`src/rtl/kong_pkg.sv`:
```
// Shared Kong constants and types used by the intro animation and its draw stage.
package kong_pkg;

  localparam logic [10:0] KONG_ANIMATION_INITIAL_XPOS = 11'd400;
  localparam logic [10:0] KONG_ANIMATION_INITIAL_YPOS = 11'd600;
  localparam logic [10:0] KONG_PLATFORM_YPOS          = 11'd150;

  localparam int          KONG_SPRITE_W    = 48;
  localparam int          KONG_SPRITE_H    = 48;
  localparam int          KONG_CLIMB_STEP  = 8;
  localparam logic [11:0] KONG_TRANSPARENT = 12'hF0F;

  typedef enum logic [1:0] {FR_STAND, FR_CLIMB_A, FR_CLIMB_B, FR_JUMP} KONG_FRAME_T;

  function automatic logic kong_is_climb(input KONG_FRAME_T fr);
    return (fr == FR_CLIMB_A) || (fr == FR_CLIMB_B);
  endfunction

endpackage

```
`src/rtl/delay.sv`:
```
// Generic clearable shift register used to align timing and colour with the sprite pipeline.
module delay #(
  parameter int WIDTH   = 8,
  parameter int CLK_DEL = 1
) (
  input  logic             clk,
  input  logic             rst,
  input  logic [WIDTH-1:0] din,
  output logic [WIDTH-1:0] dout
);

  logic [WIDTH-1:0] pipe_q [CLK_DEL];

  always_ff @(posedge clk) begin
    if (rst) begin
      for (int i = 0; i < CLK_DEL; i++) pipe_q[i] <= '0;
    end else begin
      pipe_q[0] <= din;
      for (int i = 1; i < CLK_DEL; i++) pipe_q[i] <= pipe_q[i-1];
    end
  end

  assign dout = pipe_q[CLK_DEL-1];

endmodule

```
`src/rtl/draw_kong.sv`:
```
// Kong sprite overlay: per-frame pose selection, sprite-ROM addressing and 3-cycle compositing.
module draw_kong
  import kong_pkg::*;
#(
  parameter int          SPRITE_W    = KONG_SPRITE_W,
  parameter int          SPRITE_H    = KONG_SPRITE_H,
  parameter int          CLIMB_STEP  = KONG_CLIMB_STEP,
  parameter logic [11:0] TRANSPARENT = KONG_TRANSPARENT
) (
  input  logic        clk,
  input  logic        rst,
  input  logic        animation,
  input  logic        is_on_ladder,
  input  logic [10:0] xpos,
  input  logic [10:0] ypos,
  input  logic [10:0] hcount_in,
  input  logic [10:0] vcount_in,
  input  logic        hsync_in,
  input  logic        vsync_in,
  input  logic        hblnk_in,
  input  logic        vblnk_in,
  input  logic [11:0] rgb_in,
  input  logic [11:0] rom_data,
  output logic [13:0] rom_addr,
  output logic [10:0] hcount_out,
  output logic [10:0] vcount_out,
  output logic        hsync_out,
  output logic        vsync_out,
  output logic        hblnk_out,
  output logic        vblnk_out,
  output logic [11:0] rgb_out
);

  logic [10:0] x_q, x_d, y_q, y_d, climb_ref_q, climb_ref_d;
  KONG_FRAME_T frame_q, frame_d;
  logic        latch;
  logic [10:0] ydiff;

  assign latch = (hcount_in == 11'd0) && (vcount_in == 11'd0);
  assign ydiff = (ypos >= climb_ref_q) ? (ypos - climb_ref_q) : (climb_ref_q - ypos);

  // The pixel at (0,0) already sees the freshly latched position and pose.
  always_comb begin
    x_d         = x_q;
    y_d         = y_q;
    frame_d     = frame_q;
    climb_ref_d = climb_ref_q;
    if (latch) begin
      x_d = xpos;
      y_d = ypos;
      if (!animation) begin
        frame_d = FR_STAND;
      end else if (is_on_ladder) begin
        if (!kong_is_climb(frame_q)) begin
          frame_d     = FR_CLIMB_A;
          climb_ref_d = ypos;
        end else if (ydiff >= 11'(CLIMB_STEP)) begin
          frame_d     = (frame_q == FR_CLIMB_A) ? FR_CLIMB_B : FR_CLIMB_A;
          climb_ref_d = ypos;
        end
      end else begin
        frame_d = (ypos < KONG_PLATFORM_YPOS) ? FR_JUMP : FR_STAND;
      end
    end
  end

  // 12-bit bounds so a sprite near the right/bottom edge clips instead of wrapping.
  logic [11:0] h12, v12, x12, y12;
  logic        hit_p0;
  logic [10:0] row_p0, col_p0;
  logic [13:0] addr_p0;

  assign h12    = {1'b0, hcount_in};
  assign v12    = {1'b0, vcount_in};
  assign x12    = {1'b0, x_d};
  assign y12    = {1'b0, y_d};
  assign hit_p0 = (h12 >= x12) && (h12 < x12 + 12'(SPRITE_W)) &&
                  (v12 >= y12) && (v12 < y12 + 12'(SPRITE_H));
  assign row_p0 = vcount_in - y_d;
  assign col_p0 = hcount_in - x_d;
  assign addr_p0 = hit_p0 ? ({12'd0, frame_d} * 14'(SPRITE_W * SPRITE_H) +
                             {3'd0, row_p0} * 14'(SPRITE_W) + {3'd0, col_p0}) : 14'd0;

  logic [13:0] rom_addr_q;
  logic        hit_p1, hit_p2;

  always_ff @(posedge clk) begin
    if (rst) begin
      x_q         <= KONG_ANIMATION_INITIAL_XPOS;
      y_q         <= KONG_ANIMATION_INITIAL_YPOS;
      frame_q     <= FR_STAND;
      climb_ref_q <= 11'd0;
      rom_addr_q  <= 14'd0;
      hit_p1      <= 1'b0;
      hit_p2      <= 1'b0;
    end else begin
      x_q         <= x_d;
      y_q         <= y_d;
      frame_q     <= frame_d;
      climb_ref_q <= climb_ref_d;
      // ---- stage 1: address to ROM ----
      rom_addr_q  <= addr_p0;
      hit_p1      <= hit_p0;
      // ---- stage 2: ROM data arrives ----
      hit_p2      <= hit_p1;
    end
  end

  assign rom_addr = rom_addr_q;

  logic [37:0] tim_p2;
  logic [10:0] hcount_p2, vcount_p2;
  logic        hsync_p2, vsync_p2, hblnk_p2, vblnk_p2;
  logic [11:0] rgb_p2, rgb_d;

  delay #(.WIDTH(38), .CLK_DEL(2)) u_timing_delay (
    .clk  (clk),
    .rst  (rst),
    .din  ({hcount_in, vcount_in, hsync_in, vsync_in, hblnk_in, vblnk_in, rgb_in}),
    .dout (tim_p2)
  );

  assign {hcount_p2, vcount_p2, hsync_p2, vsync_p2, hblnk_p2, vblnk_p2, rgb_p2} = tim_p2;
  assign rgb_d = (hblnk_p2 || vblnk_p2)             ? 12'h000  :
                 (hit_p2 && rom_data != TRANSPARENT) ? rom_data : rgb_p2;

  // ---- stage 3: composited output ----
  always_ff @(posedge clk) begin
    if (rst) begin
      hcount_out <= 11'd0;
      vcount_out <= 11'd0;
      hsync_out  <= 1'b0;
      vsync_out  <= 1'b0;
      hblnk_out  <= 1'b0;
      vblnk_out  <= 1'b0;
      rgb_out    <= 12'h000;
    end else begin
      hcount_out <= hcount_p2;
      vcount_out <= vcount_p2;
      hsync_out  <= hsync_p2;
      vsync_out  <= vsync_p2;
      hblnk_out  <= hblnk_p2;
      vblnk_out  <= vblnk_p2;
      rgb_out    <= rgb_d;
    end
  end

endmodule
```
`config.mk`:
```
export PLATFORM = sky130hd
export DESIGN_NAME = draw_kong
export DESIGN_NICKNAME = d
export VERILOG_FILES = /design/src/rtl/kong_pkg.sv /design/src/rtl/delay.sv /design/src/rtl/draw_kong.sv
export SDC_FILE = /design/constraint.sdc
export NUM_CORES = 1
export LEC_CHECK = 0
export CAP_MARGIN = 10
export CORE_MARGIN = 5
export CORE_UTILIZATION = 40
export DETAILED_ROUTE_END_ITERATION = 12
export GPL_TIMING_DRIVEN = 0
export PLACE_DENSITY = 0.69
export SKIP_LAST_GASP = 1
export SLEW_MARGIN = 40
export SYNTH_ARGS = -nofsm -noshare
export SYNTH_HDL_FRONTEND = slang
export SYNTH_SLANG_ARGS = --single-unit
```
`constraint.sdc`:
```
create_clock -name clk -period 7.6 [get_ports clk]
set_input_delay 1.52 -clock clk [delete_from_list [all_inputs] [get_ports clk]]
set_output_delay 1.52 -clock clk [all_outputs]
set_load 0.005 [all_outputs]
```
==> flow_metrics.tcl, run 1 <==
set metrics [dict create \
    status "complete, no violations" \
    startpoint_type "primary input" \
    ys_seq_elements 165 \
    cts.clk_slew.worst_paths_ns 0.06 \
    chipWidth_um 154 \
    start_util 0.408 \
    leakagePower_nw 4.30 \
    crit_path_end_kind "flop" \
    ys.flop_type "dfxtp_1" \
    p_comb_frac 0.185 \
    synth_top_family_by_area "simple AND/OR/NAND/NOR gates" \
    synth_edf_count 0 \
    drive_gt1_frac 0.0821 \
    drv_cap 0 \
    cts_sinks 165 \
    crit_fanout 19 \
    period_share 0.963 \
    yosys_warnings 0 \
    relSlewSlack 0.556 \
    layout_min_cycle_time_ns 7.32 \
    cp_slowest_cell "clkdlybuf4s50_1" \
    syn_area_per_cell_um2 9.52 \
    htree_levels 4 \
    utilization 0.520 \
    critPathKind "primary input to flop" \
    yosysUniqueCellTypes 78 \
    synth_compound_area_frac 0.135 \
    slowest_delay_ns 0.56 \
    drt_iter0_drc 340 \
    whs_ns 0.430 \
    power.internal_w 0.00160 \
    io_buffers 127 \
    crit_arrival_ns 7.62 \
    clockPowerShare 0.403 \
    drv_slew 0 \
    drc 0 \
    crit_top_cell "xnor2_1" \
    synth_fa_ha_area_frac 0.140 \
    routedWlPerCell_um 15.6 \
    crit_required_ns 7.91 \
    power_density_nw_per_um2 206 \
    ant_nets 0 \
    num_rows 52 \
    rsz0062_at_grt "false" \
    die-area_um2 23700 \
    synth.area.mux_share 0.0390 \
    synth_top_cell_area_share 0.398 \
    cts_root_buf "clkbuf_16" \
    grt.overflow.total 0 \
    syn_nets 1037 \
    fmax_ghz 0.137 \
    first_global_vias 6205 \
    synth-xor-area-share 0.0443 \
    diodes 0 \
    core_area_um2 20400 \
    grt_pass1_wl_um 32300 \
    p_sw_w 0.000581 \
    synth_area_um2 8300 \
    cts_tree "yes" \
    hpwl_um 15800 \
    sequentialPowerShare 0.412 \
    drt_pass1_iterations 5 \
    worst_slew_pin_slew_ns 0.666 \
    grt_max_degree 20 \
    ys_seq_area_frac 0.398 \
    grt.total_usage 0.169 \
    synth_cells 872 \
    fin_nets 1188 \
    finalHoldViolations 0 \
    viasPerCell 4.98 \
    area_delta_synth_final_pct 27.5 \
    vias 6500 \
    synth-simple-area-share 0.202 \
    wirelength_um 20300 \
    final-seq-area_um2 3300 \
    path_cells "clkdlybuf4s50_1 -> nor4_2 -> nand4_2 -> nor2_8 -> buf_6 -> mux2_2 -> ha_1 -> inv_1 -> fa_1 -> ha_1 -> fa_1 -> a21o_1 -> a21oi_1 -> xnor2_1 -> fa_1 -> ha_1 -> nand2_1 -> o21ai_0 -> o41ai_2 -> xnor2_1 -> xnor2_1 -> xnor2_1 -> nor2_1" \
    p_sw_frac 0.267 \
    gp_congestion 0.910 \
    clk_latency_ns 0.42 \
    cts-buffers-inserted 17 \
    ir_worst_vdd_uv 164 \
    setup_viol 0 \
    synth_top_cells_by_area "dfxtp_1, ha_1, nor2b_1" \
    hp-class "flop to flop" \
    clk_path_buf_depth 2 \
    multi_input_area_um2 4670 \
    worst_clock_skew_ns 0.0103 \
    die_y_um 154 \
    ios 128 \
    antenna_found_initial 0 \
    yosys.area.top_type "dfxtp_1" \
    fillers 1860 \
    async_flop_share 0 \
]
state kept, by name (all words and copies together), names as in the netlist:
signal / count
hsync_out: 1
x_q: 11
rom_addr: 14
vsync_out: 1
rgb_out: 12
vblnk_out: 1
hblnk_out: 1
hit_p2: 1
climb_ref_q: 11
y_q: 11
vcount_out: 11
frame_q: 2
hit_p1: 1
hcount_out: 11
u_timing_delay.pipe_q: 76
kinds of logic after synthesis:
group,after synthesis
buffers and inverters,83
adder cells (fa/ha/maj),89
AND/OR/NAND/NOR,291
multiplexers,32
XOR/XNOR,42
flip-flops,165
AO/OA/AOI/OAI,170
cells in the final DEF, fill, tap and decap left out, types with 4 or more instances in the layout:
cell type / netlist / routed
nand4_1: 7 / 7
xnor2_1: 25 / 25
o21a_1: 4 / 4
ha_1: 83 / 83
o211ai_1: 8 / 8
a211oi_1: 5 / 5
nand3_1: 22 / 22
clkdlybuf4s50_1: 0 / 127
nor2_1: 60 / 60
buf_4: 3 / 8
a31oi_1: 5 / 5
nor2_2: 5 / 5
nor2b_1: 107 / 107
clkbuf_1: 19 / 19
nor3_1: 5 / 5
nor2_4: 4 / 4
o21bai_1: 6 / 6
nand2b_1: 16 / 16
xor2_1: 17 / 16
dfxtp_1: 165 / 165
nor4_2: 5 / 5
inv_1: 51 / 51
a2111oi_0: 5 / 5
nand2_1: 31 / 31
a21o_1: 15 / 15
o21ai_0: 27 / 27
buf_6: 3 / 4
fa_1: 6 / 6
and3_1: 5 / 5
mux2i_1: 29 / 28
a21oi_1: 58 / 57
clkbuf_16: 0 / 17
through the flow:
stage	instance area (um^2)	total power (W)	setup slack (ns)	TNS, ns	instances
detailed placement	9910	0.00131	-0.991	-2.26	1269
floorplan	8300	0.00119	0.707	0	872
global placement	9910	0.00131	-0.991	-2.19	1269
finish	10600	0.00218	0.282	0	1305
global route	10600	0.00228	0.00617	0	1305
CTS	10500	0.00219	0.0456	0	1299
cells in the mapped netlist, drive strengths merged (2+ instances only):
cell and n:
a211o 2, nand4 9, nor4 8, o21a 4
mux2 3, inv 52, xor2 17, xnor2 25
ha 83, a21boi 2, a211oi 7, mux2i 29
o41a 2, nor2b 107, nor2 70, a31o 2
nand3 22, dfxtp 165, a31oi 6, or2 3
o21ai 30, nand2b 16, o211ai 8, o21bai 6
and3 5, a2111oi 5, nor3 5, o41ai 2
clkbuf 19, a41oi 2, a21o 15, a21oi 59
nand2 32, o31a 2, o31ai 3, and2 3
fa 6, buf 12, nand4b 2, o2bb2ai 2
nor4bb 2
final cells by class:
cell class / instances / area share
multi-input cells: 624 / 0.442
flip-flops and latches: 165 / 0.312
repair buffers: 133 / 0.124
clock buffers: 20 / 0.0441
well taps: 270 / 0.0319
inverters: 52 / 0.0184
plain buffers: 30 / 0.0145
clock inverters: 11 / 0.0131
critical path, delay by kind of cell:
kind / cells / cell delay, ns
adder cells (fa/ha/maj): 6 / 2.22
AND/OR/NAND/NOR: 5 / 1.07
buffers and inverters: 3 / 0.91
AO/OA/AOI/OAI: 4 / 0.82
XOR/XNOR: 4 / 0.69
multiplexers: 1 / 0.38
what timing repair did:
item / in CTS / in global routing
buffers inserted: 0 / 6
hold buffers: 0 / 0
pin swaps: 0 / 1
endpoints found under the setup margin: 2 / 1
resized for setup: 0 / 5
endpoints found under the hold margin: 0 / 0
worst paths after layout:
check,startpoint,to,slack (ns),cells past startpoint
max,vcount_in[9],rom_addr[13],0.28,23
min,u_timing_delay.pipe_q[0][74],hcount_out[9],0.43,1
max reg2reg,climb_ref_q[3],rom_addr[13],2.02,23
min reg2reg,u_timing_delay.pipe_q[0][74],hcount_out[9],0.43,1
routing by layer:
| metal | track usage | up-vias | part of all wire |
|---|---|---|---|
| li1 | - | 3310 | - |
| met2 | 0.268 | 178 | 0.45 |
| met5 | 0 | - | 0 |
| met3 | 0.0377 | 19 | 0.053 |
| met4 | 0.0505 | 0 | 0.015 |
| met1 | 0.232 | 2993 | 0.48 |
power by group through the flow:
| stage | Sequential (W) | Clock, W | Combinational (W) |
|---|---|---|---|
| after global routing | 0.000900 | 0.000933 | 0.000449 |
| after CTS | 0.000897 | 0.000895 | 0.000402 |
| after global placement | 0.000916 | 0 | 0.000394 |
| after floorplan | 0.000917 | 0 | 0.000272 |
| final | 0.000897 | 0.000878 | 0.000403 |
| after detailed placement | 0.000917 | 0 | 0.000398 |
No activity file was read; power rests on OpenSTA's default activity.
==> run 2: changes to the inputs <==
- CTS_BUF_LIST: default -> sky130_fd_sc_hd__clkbuf_16
==> run 2 against run 1 <==
  * Combinational power barely moved
  * Clock skew about the same
  * Via count rose by 0.11%
  * Hold slack gained 0.00050 ns
  * Flip-flop and latch count stayed put
  * Utilization shrank 0.15 points
  * Wire length barely moved
  * Sequential share of layout area up 0.089 points
==> flow_metrics.tcl, run 2 (synthesized netlist as in run 1, its figures left out) <==
set metrics [dict create \
    dp_slack_ns -0.991 \
    finalHoldViolations 0 \
    mostFrequentLayoutCell "dfxtp_1" \
    viasPerCell 4.99 \
    drv_slew 0 \
    htree_levels 4 \
    antenna_found_initial 0 \
    final-seq-area_um2 3300 \
    final_cell_mix "dfxtp_1, clkdlybuf4s50_1, nor2b_1, ha_1, nor2_1" \
    gp_congestion 0.910 \
    crit_fanout 19 \
    crit_required_ns 7.91 \
    first_global_vias 6187 \
    die_y_um 154 \
    slowest_delay_ns 0.56 \
    largest_reg_flops 76 \
    fin_nets 1188 \
    layout_min_cycle_time_ns 7.31 \
    chipWidth_um 154 \
    startpoint_type "primary input" \
    setup_viol 0 \
    fillers 1865 \
    power.total_w 0.00214 \
    layout_setup_ws_ns 0.288 \
    top_register "u_timing_delay.pipe_q" \
    start_util 0.408 \
    hold_buffers 0 \
    whs_ns 0.431 \
    core_area_um2 20400 \
    drt_pass1_iterations 5 \
    drt_iter0_drc 383 \
    ios 128 \
    die-area_um2 23700 \
    cts_tree "yes" \
    multi_input_area_um2 4670 \
    setup_tns_ns 0 \
    cts-buffers-inserted 17 \
    cts.clk_slew.worst_paths_ns 0.06 \
    period_share 0.962 \
    worst_clock_skew_ns 0.0103 \
    wirelength_um 20300 \
    cts_sinks 165 \
    num_rows 52 \
    ant_nets 0 \
    clk_path_buf_depth 2 \
    leakagePower_nw 4.29 \
    cp_slowest_cell "clkdlybuf4s50_1" \
    hp-class "flop to flop" \
    crit_family "adder cells" \
    cts_root_buf "clkbuf_16" \
    relSlewSlack 0.550 \
    crit_top_cell "xnor2_1" \
    routedWlPerCell_um 15.6 \
    vias 6507 \
    io_buffers 127 \
    path_cells "clkdlybuf4s50_1 -> nor4_2 -> nand4_2 -> nor2_8 -> buf_6 -> mux2_2 -> ha_1 -> inv_1 -> fa_1 -> ha_1 -> fa_1 -> a21o_1 -> a21oi_1 -> xnor2_1 -> fa_1 -> ha_1 -> nand2_1 -> o21ai_0 -> o41ai_2 -> xnor2_1 -> xnor2_1 -> xnor2_1 -> nor2_1" \
    power_density_nw_per_um2 203 \
    grt.total_usage 0.169 \
    grt_max_degree 20 \
    crit_path_end_kind "flop" \
    critPathKind "primary input to flop" \
    worst-path-buf-inv 3 \
    hpwl_um 15800 \
    clk_latency_ns 0.42 \
    grt.overflow.total 0 \
    rsz0062_at_grt "false" \
    worst_slew_pin_slew_ns 0.675 \
    drv_cap 0 \
    drc 0 \
    diodes 0 \
    crit_arrival_ns 7.62 \
    grt_pass1_wl_um 32200 \
    drive_gt1_frac 0.0792 \
    ir_worst_vdd_uv 163 \
    status "complete, no violations" \
    area_delta_synth_final_pct 27.1 \
    fmax_ghz 0.137 \
]
==> run 2: timing repair <==
action / 4_1_cts / 5_1_grt
pin swaps: 0 / 1
resized for setup: 0 / 5
buffers inserted: 0 / 6
setup endpoints to repair: 2 / 1
==> run 2: worst register-to-register path: stages (launching register included) <==
cell       delay (ns)
dfxtp_1          0.33
ha_1             0.29
buf_2            0.20
nand2_1          0.11
a211oi_1         0.44
o21ai_0          0.15
and4b_1          0.20
a2111oi_0        0.47
nand4_1          0.32
and2_4           0.25
o41ai_2          0.36
and2_1           0.24
fa_1             0.40
inv_1            0.07
ha_1             0.22
inv_1            0.10
nor2_1           0.06
nor2_1           0.14
o21ai_0          0.17
o41ai_2          0.31
xnor2_1          0.20
xnor2_1          0.17
xnor2_1          0.17
nor2_1           0.07
==> run 2: cell type report <==
cell class | count | share of cell area
buffer | 30 | 0.0146
clock buffer | 17 | 0.0403
clock inverter | 14 | 0.0142
inverter | 52 | 0.0185
multi-input combinational | 624 | 0.443
sequential | 165 | 0.313
tap | 270 | 0.0320
timing repair buffer | 133 | 0.125
==> run 2: path summary, 6_finish.rpt <==
path	end	depth (start not counted)	startpoint	slack, ns
setup / recovery	rom_addr[13]	23	vcount_in[9]	0.29
hold / removal	hcount_out[9]	1	u_timing_delay.pipe_q[0][74]	0.43
setup reg to reg	rom_addr[13]	23	climb_ref_q[3]	2.05
hold reg to reg	hcount_out[9]	1	u_timing_delay.pipe_q[0][74]	0.43
==> run 2: where the power goes <==
group | internal, W | total (W) | switching (W)
Sequential | 0.000892 | 0.000897 | 0.00000547
Combinational | 0.000189 | 0.000403 | 0.000214
Clock | 0.000486 | 0.000843 | 0.000358
==> run 2: metal layers <==
layer  track usage  wire length (um)  up-vias
li1              -                 -     3310
met1         0.231              9730     2996
met5             0                 0        -
met3        0.0377              1150       20
met4        0.0505               319        0
met2         0.267              9130      181
==> run 2: stage by stage <==
step	cell area (um^2)	cells	util
6_report	10600	1305	0.518
5_1_grt	10600	1305	0.518
4_1_cts	10500	1299	0.515
3_5_place_dp	9910	1269	0.487
3_3_place_gp	9910	1269	0.487
2_1_floorplan	8300	872	-
